`src/rtl/oram_arbiter_pkg.sv`:
```
// oram_arbiter_pkg: arbiter state encoding and starve-counter width shared by the oram arbiter files
package oram_arbiter_pkg;
  typedef enum logic [1:0] {
    ARB_IDLE  = 2'd0,
    ARB_BUSY  = 2'd1,
    ARB_CLEAR = 2'd2
  } arb_state_t;
  localparam int ARB_SNL = 2;
endpackage

```
`src/rtl/oram_grant.sv`:
```
// oram_grant: combinational emit/patch select; ports: idle/clear gate, valids, full, starve_cnt in; one-hot grants out
module oram_grant
  import oram_arbiter_pkg::*;
#(
  parameter int STARVE_LIM = 3
) (
  input  logic               idle,
  input  logic               clear,
  input  logic               emit_valid,
  input  logic               patch_valid,
  input  logic               full,
  input  logic [ARB_SNL-1:0] starve_cnt,
  output logic               emit_grant,
  output logic               patch_grant
);
  logic open, emit_ok, patch_win;
  always_comb begin
    open        = idle && !clear;
    emit_ok     = emit_valid && !full;
    // patch takes the slot when emit cannot use it or emit has starved it long enough
    patch_win   = patch_valid && (!emit_ok || starve_cnt == ARB_SNL'(STARVE_LIM));
    emit_grant  = open && emit_ok && !patch_win;
    patch_grant = open && patch_win;
  end
endmodule

```
`src/rtl/oram_arbiter.sv`:
```
// oram_arbiter: sequences oram writes from emit stream and patch unit; ports: clk/reset/clear, emit and patch handshakes, held mem write port, wr_ptr/full status
module oram_arbiter
  import oram_arbiter_pkg::*;
#(
  parameter int ADDR_W     = 10,
  parameter int DATA_W     = 32,
  parameter int STARVE_LIM = 3
) (
  input  logic              clk,
  input  logic              reset,
  input  logic              clear,
  input  logic              emit_valid,
  input  logic [DATA_W-1:0] emit_data,
  output logic              emit_ready,
  input  logic              patch_valid,
  input  logic [ADDR_W-1:0] patch_addr,
  input  logic [DATA_W-1:0] patch_data,
  output logic              patch_ready,
  output logic              patch_err,
  output logic              mem_req,
  output logic [ADDR_W-1:0] mem_addr,
  output logic [DATA_W-1:0] mem_wdata,
  input  logic              mem_ack,
  output logic [ADDR_W-1:0] wr_ptr,
  output logic              full
);
  arb_state_t         state;
  logic               clear_pend, emit_grant, patch_grant, patch_bad;
  logic [ARB_SNL-1:0] starve_cnt;
  assign full       = &wr_ptr;
  assign patch_bad  = patch_addr >= wr_ptr;
  assign emit_ready  = emit_grant;
  assign patch_ready = patch_grant;
  oram_grant #(.STARVE_LIM(STARVE_LIM)) u_grant (
    .idle        (state == ARB_IDLE),
    .clear       (clear),
    .emit_valid  (emit_valid),
    .patch_valid (patch_valid),
    .full        (full),
    .starve_cnt  (starve_cnt),
    .emit_grant  (emit_grant),
    .patch_grant (patch_grant)
  );
  always_ff @(posedge clk or posedge reset) begin
    if (reset) begin
      state      <= ARB_IDLE;
      mem_req    <= 1'b0;
      mem_addr   <= '0;
      mem_wdata  <= '0;
      wr_ptr     <= '0;
      starve_cnt <= '0;
      patch_err  <= 1'b0;
      clear_pend <= 1'b0;
    end else begin
      patch_err <= patch_grant && patch_bad;
      if (!patch_valid || patch_grant)
        starve_cnt <= '0;
      else if (emit_grant && starve_cnt != ARB_SNL'(STARVE_LIM))
        starve_cnt <= starve_cnt + 1'b1;
      case (state)
        ARB_IDLE:
          if (clear) begin
            wr_ptr     <= '0;
            starve_cnt <= '0;
          end else if (emit_grant) begin
            mem_addr  <= wr_ptr;
            mem_wdata <= emit_data;
            mem_req   <= 1'b1;
            wr_ptr    <= wr_ptr + 1'b1;
            state     <= ARB_BUSY;
          end else if (patch_grant && !patch_bad) begin
            mem_addr  <= patch_addr;
            mem_wdata <= patch_data;
            mem_req   <= 1'b1;
            state     <= ARB_BUSY;
          end
        ARB_BUSY: begin
          if (clear) clear_pend <= 1'b1;
          if (mem_ack) begin
            mem_req <= 1'b0;
            state   <= (clear || clear_pend) ? ARB_CLEAR : ARB_IDLE;
          end
        end
        ARB_CLEAR: begin
          wr_ptr     <= '0;
          starve_cnt <= '0;
          clear_pend <= 1'b0;
          state      <= ARB_IDLE;
        end
        default: state <= ARB_IDLE;
      endcase
    end
  end
endmodule
```
`config.mk`:
```
export PLATFORM = sky130hd
export DESIGN_NAME = oram_arbiter
export DESIGN_NICKNAME = d
export VERILOG_FILES = /design/src/rtl/oram_arbiter_pkg.sv /design/src/rtl/oram_grant.sv /design/src/rtl/oram_arbiter.sv
export SDC_FILE = /design/constraint.sdc
export NUM_CORES = 1
export LEC_CHECK = 0
export CORE_UTILIZATION = 43
export DETAILED_ROUTE_END_ITERATION = 8
export GPL_TIMING_DRIVEN = 0
export HOLD_SLACK_MARGIN = 0.05
export PLACE_DENSITY = 0.82
export SKIP_LAST_GASP = 1
export SYNTH_ARGS = -nofsm -noshare
export SYNTH_HDL_FRONTEND = slang
export SYNTH_SLANG_ARGS = --single-unit
```
`constraint.sdc`:
```
create_clock -name clk -period 2.9 [get_ports clk]
set_input_delay 0.725 -clock clk [delete_from_list [all_inputs] [get_ports clk]]
set_output_delay 0.725 -clock clk [all_outputs]
set_load 0.02 [all_outputs]
```
-- Word level (Yosys, flattened, before mapping)
Index checks and enable logic that the tools add are counted.
- eq/ne operators: 9
- bitwise logic cells: 1
- mux-type cells: 24
- $lt $le $gt $ge: 1
- $mul: 0
- divide/modulo/power cells: 0
- reductions and logical operators: 29
- $add $sub $neg: 2
- shift operators: 0
- operators by type and width (cell ; number):
    2-to-1 mux 32 bit ; 2
    2-to-1 mux 10 bit ; 4
    one-hot mux 10 bit (2 select lines) ; 1
    2-to-1 mux 2 bit ; 8
    adder 10 x 1 -> 10 bit (second input constant) ; 1
    greater-or-equal comparator 10 bit ; 1
    AND reduction 10 bit ; 1
    logical AND 1 bit ; 9
    != test 2 bit (second input constant) ; 4
    one-hot mux 2 bit (2 select lines) ; 2
    nonzero test 2 bit ; 4
    zero test 1 bit ; 6
    != test 3 bit (second input constant) ; 2
    AND reduction 3 bit ; 2
    2-to-1 mux 1 bit ; 5
    == test 2 bit (second input constant) ; 2
    one-hot mux 1 bit (2 select lines) ; 2
    AND reduction 2 bit ; 2
    AND reduction 4 bit ; 1
    logical OR 1 bit ; 3
    adder 2 x 1 -> 2 bit (second input constant) ; 1
    == test 2 x 1 -> 1 bit (second input constant) ; 1
    zero test 2 bit ; 1
    NOT 1 bit ; 1
- bits in registers: 59
- latch bits: 0
- memories: 0
- output and inout bits: 57
- bits in read-only memories: 0
- logic and storage cells: 74
- RAM bits: 0
- input port bits: 80

-- Logic depth before layout (Yosys ltp)
- depth in word-level cells: 13
- gate-level depth with buffers: 9
- gate-level depth less buffers: 7

-- By module
A second synthesis with hierarchy kept.
- cell total of the unflattened synthesis: 392
- area, all modules: 3802.4 sq um
- modules (own cells, without submodules) (module ; cells an instance ; area each (sq um) ; times used ; sequential area each (sq um)):
    oram_arbiter ; 386 ; 3763.6 ; 1 ; 1476.4
    oram_grant ; 6 ; 38.8 ; 1 ; 0.0

-- Least setup slack after synthesis
OpenSTA, ideal clock, no wires.
- path type: input port to flip-flop
- start: input port patch_addr[7]
- end: register mem_wdata[16]
- path buffers: 1
- required time: 2.772 ns
- setup slack: 0.323 ns
- arrival time: 2.449 ns
- cell stages on the path: 7
- setup time: 0.128 ns
- cell sequence: ha_1 > a211o_1 > a21oi_1 > o31ai_1 > o31ai_4 > buf_6 > mux2_1
- word-level cells in the longest chain between the ends: 5
- ends and longest elaborated chain (item ; line ; source):
    from (decl) ; oram_arbiter.sv:16 ; input logic [ADDR_W-1:0] patch_addr,
    greater-or-equal comparator 10 bit ; oram_arbiter.sv:31 ; assign patch_bad = patch_addr >= wr_ptr;
    zero test 1 bit ; oram_arbiter.sv:71 ; end else if (patch_grant && !patch_bad) begin
    logical AND 1 bit ; oram_arbiter.sv:71 ;
    nonzero test 2 bit (no source line) ; -- ;
    AND reduction 3 bit (no source line) ; -- ;
    to (signal assigned) ; oram_arbiter.sv:67 ; mem_wdata <= emit_data;
    to (signal assigned) ; oram_arbiter.sv:73 ; mem_wdata <= patch_data;
    to (decl) ; oram_arbiter.sv:22 ; output logic [DATA_W-1:0] mem_wdata,
No other way between the ends.
A chain may end at the register's enable or synchronous reset.

-- Worst setup path after layout
- start: input port clear
- end: output port emit_ready
- word-level cells in the longest chain between the ends: 4
- ends and longest elaborated chain (item ; line ; source):
    from (decl) ; oram_arbiter.sv:11 ; input logic clear,
    zero test 1 bit ; oram_grant.sv:18 ; open = idle && !clear;
    logical AND 1 bit ; oram_grant.sv:18 ;
    logical AND 1 bit (2 in series) ; oram_grant.sv:22 ; emit_grant = open && emit_ok && !patch_win;
    to (decl) ; oram_arbiter.sv:14 ; output logic emit_ready,
No other way between the ends.

==> impl_metrics.tcl <==
set metrics [dict create \
    place_congestion 0.851 \
    synth_common_cells "dfrtp_1 (59), mux2_2 (45), mux2_4 (20), inv_1 (18), o21ai_0 (18)" \
    power_mw 3.69 \
    critPathRequiredTime_ns 2.17 \
    yosysWarnings 0 \
    hp-class "reg2reg" \
    whs_ns 0.482 \
    core_area_sq_mm 0.00737 \
    rr_startpoint "wr_ptr[7]" \
    r2r-end "mem_addr[3]" \
    whs_path_depth 1 \
    yosys.area.top_type "dfrtp_1" \
    clk_latency_ns 0.33 \
    hold_end "mem_req" \
    io_pins 137 \
    n_fill_cell 528 \
    cts_tree "built" \
    rsz0062_at_grt "yes" \
    setup_viol 1 \
    vias 2680 \
    finalCritPeriodShare 1.00 \
    place_inst 505 \
    ys_async_sr_fraction 1.00 \
    seq_area_frac_synth 0.443 \
    ys_ff_latch 59 \
    maxSlewHeadroom 0.648 \
    crit_arrival_ns 2.18 \
    firstDrtPassIters 4 \
    h-tree-depth 3 \
    antenna_found_initial 0 \
    drv_cap 0 \
    grt_util_all_layers 0.207 \
    hpwlAfterDp_microns 6060 \
    initial_utilization 0.452 \
    final_critical_path_setup_slack_ns -0.000875 \
    worst_slew_pin_slew_ns 0.523 \
    grt_pass1_vias 2770 \
    final.min_clock_period_ns 2.90 \
    synth_top_area_share 0.443 \
    clk_path_buf_depth 2 \
    final_cells 528 \
    max_freq_mhz 345 \
    p_leak_nw 2.19 \
    irDropWorstVdd_mv 0.425 \
    wirelength_microns 8160 \
    diodes 0 \
    drive_gt1_frac 0.268 \
    num_rows 31 \
    area_growth_pct 55.0 \
    cts_root_buf "clkbuf_8" \
    cp_slowest_cell "dlygate4sd2_1" \
    status "complete, but fails checks" \
    ff2ff_path_depth 9 \
    grt_max_degree 37 \
    r2r_setup_slack_ns 0.35 \
    p_per_area_mw_per_mm2 714 \
    critPathMostFrequentCell "buf_6" \
    synth_most_common_cell "dfrtp_1" \
    clock_sink_count 59 \
    worstSetupEndpointType "primary output" \
    worstPathMaxFanout 10 \
    dieArea_sq_mm 0.00810 \
    critPathMaxStageDelay_ns 0.30 \
    slew_viol_final 0 \
    die_w_microns 90.0 \
    drc 0 \
    crit_type "in2out" \
    cts.clk_slew.worst_paths_ns 0.07 \
    final_util 0.700 \
    synth_area_sq_mm 0.00333 \
    violations "setup timing" \
    ant_nets 0 \
    via_per_inst 5.08 \
    hold_viol 0 \
    cp_cell_sequence "dlygate4sd2_1 -> nor3_4 -> nand3_4 -> or2_1 -> buf_6 -> buf_6 -> inv_1 -> buf_4" \
    die_height_microns 90.0 \
    fin_skew_ns 0.00513 \
    min-delay-start "mem_req" \
    syn_area_per_cell_sq_um 12.4 \
    synth_edf_count 0 \
    wl_per_cell_microns 15.4 \
    synth.distinct_cells 37 \
    postSynthCellCount 269 \
    syn-num-nets 361 \
    synth_area_leaders "dfrtp_1 (44%), mux2_2 (15%), mux2_4 (9.0%)" \
    initialDrtViolationCount 67 \
    cp-start-kind "input pin" \
    grt_first_pass_wirelength_microns 13300 \
    port_buffers 136 \
    numCtsBuffers 9 \
    nNetsFinal 516 \
    synth_ff_type "dfrtp_1" \
    grt_overflow 0 \
    holdBufCountCts 0 \
]
-- worst max-delay path: cells and delay by family --
kind,cells,cell delay [ns]
buf+inv,5,0.87
simple gates,3,0.57
-- layout make-up --
class | instances | area (sq um) | share of cell area
Buffer | 12 | 114 | 0.0221
Clock buffer | 12 | 155 | 0.0301
Clock inverter | 4 | 72.6 | 0.0141
Inverter | 18 | 67.6 | 0.0131
Multi-Input combinational cell | 180 | 1720 | 0.333
Sequential cell | 59 | 1480 | 0.287
Tap cell | 99 | 124 | 0.0240
Timing Repair Buffer | 144 | 1430 | 0.277
-- per-layer routing --
layer	part of all wire	wire length [microns]	track usage	up-vias
met2	0.50	4110	0.351	100
met3	0.052	427	0.0499	18
met5	0	0	0	-
li1	-	-	-	1280
met1	0.42	3410	0.252	1282
met4	0.026	212	0.0860	0
-- cell usage in the layout (no fill, tap or decap), drive strengths merged, types with 5 or more instances in the layout --
cell type / instances
mux2: 75
nor2: 13
dfrtp: 59
nor3: 6
xnor2: 5
nand3: 8
clkbuf: 16
o21ai: 18
a21oi: 8
buf: 18
a22o: 5
ha: 12
inv: 18
clkdlybuf4s50: 130
-- metrics by stage --
stage	setup WS (ns)	instance area, sq um	setup TNS, ns
global placement	-0.863	4820	-35.70
global route	-0.105	5160	-0.105
detailed placement	-0.885	4840	-14.07
CTS	-0.138	5090	-0.138
floorplan	0.323	3330	0
finish	-0.000875	5160	-0.000875
-- worst max-delay path by stage --
| stage | slack, ns | from | cells after the start | to |
|---|---|---|---|---|
| 2_1_floorplan | 0.32 | patch_addr[7] | 7 | mem_wdata[16] |
| 3_3_place_gp | -0.86 | clear | 8 | emit_ready |
| 3_5_place_dp | -0.89 | clear | 8 | emit_ready |
| 4_1_cts | -0.14 | patch_valid | 8 | emit_ready |
| 5_1_grt | -0.11 | clear | 8 | emit_ready |
| 6_report | -0.0009 | clear | 8 | emit_ready |
-- cells by family (layout without fill, tap and decap cells) --
group                    Yosys count  after routing  synth area share
multiplexers                      77             77             0.282
flip-flops                        59             59             0.443
XOR/XNOR                           5              5            0.0131
buffers and inverters             30            190            0.0541
adder cells (fa/ha/maj)           12             12            0.0451
AO/OA/AOI/OAI                     43             43            0.0905
AND/OR/NAND/NOR                   43             43            0.0718
-- flip-flops by register name, summed over array words and instances (netlist names) --
| name | count |
|---|---|
| mem_req | 1 |
| mem_addr | 10 |
| state | 2 |
| wr_ptr | 10 |
| clear_pend | 1 |
| patch_err | 1 |
| starve_cnt | 2 |
| mem_wdata | 32 |
-- what timing repair did --
| item | 4_1_cts | 5_1_grt |
|---|---|---|
| buffers inserted | 1 | 6 |
| pin swaps | 1 | 3 |
| endpoints found under the hold margin | 0 | 0 |
| endpoints found under the setup margin | 3 | 41 |
| resized for setup | 13 | 11 |
-- report_power, final --
| group | internal (mW) | switching [mW] | total (mW) |
|---|---|---|---|
| sequential | 1.09 | 0.141 | 1.23 |
| combinational | 0.909 | 0.697 | 1.61 |
| clock | 0.529 | 0.320 | 0.850 |
Note: power is estimated with default switching activity, not from simulation.
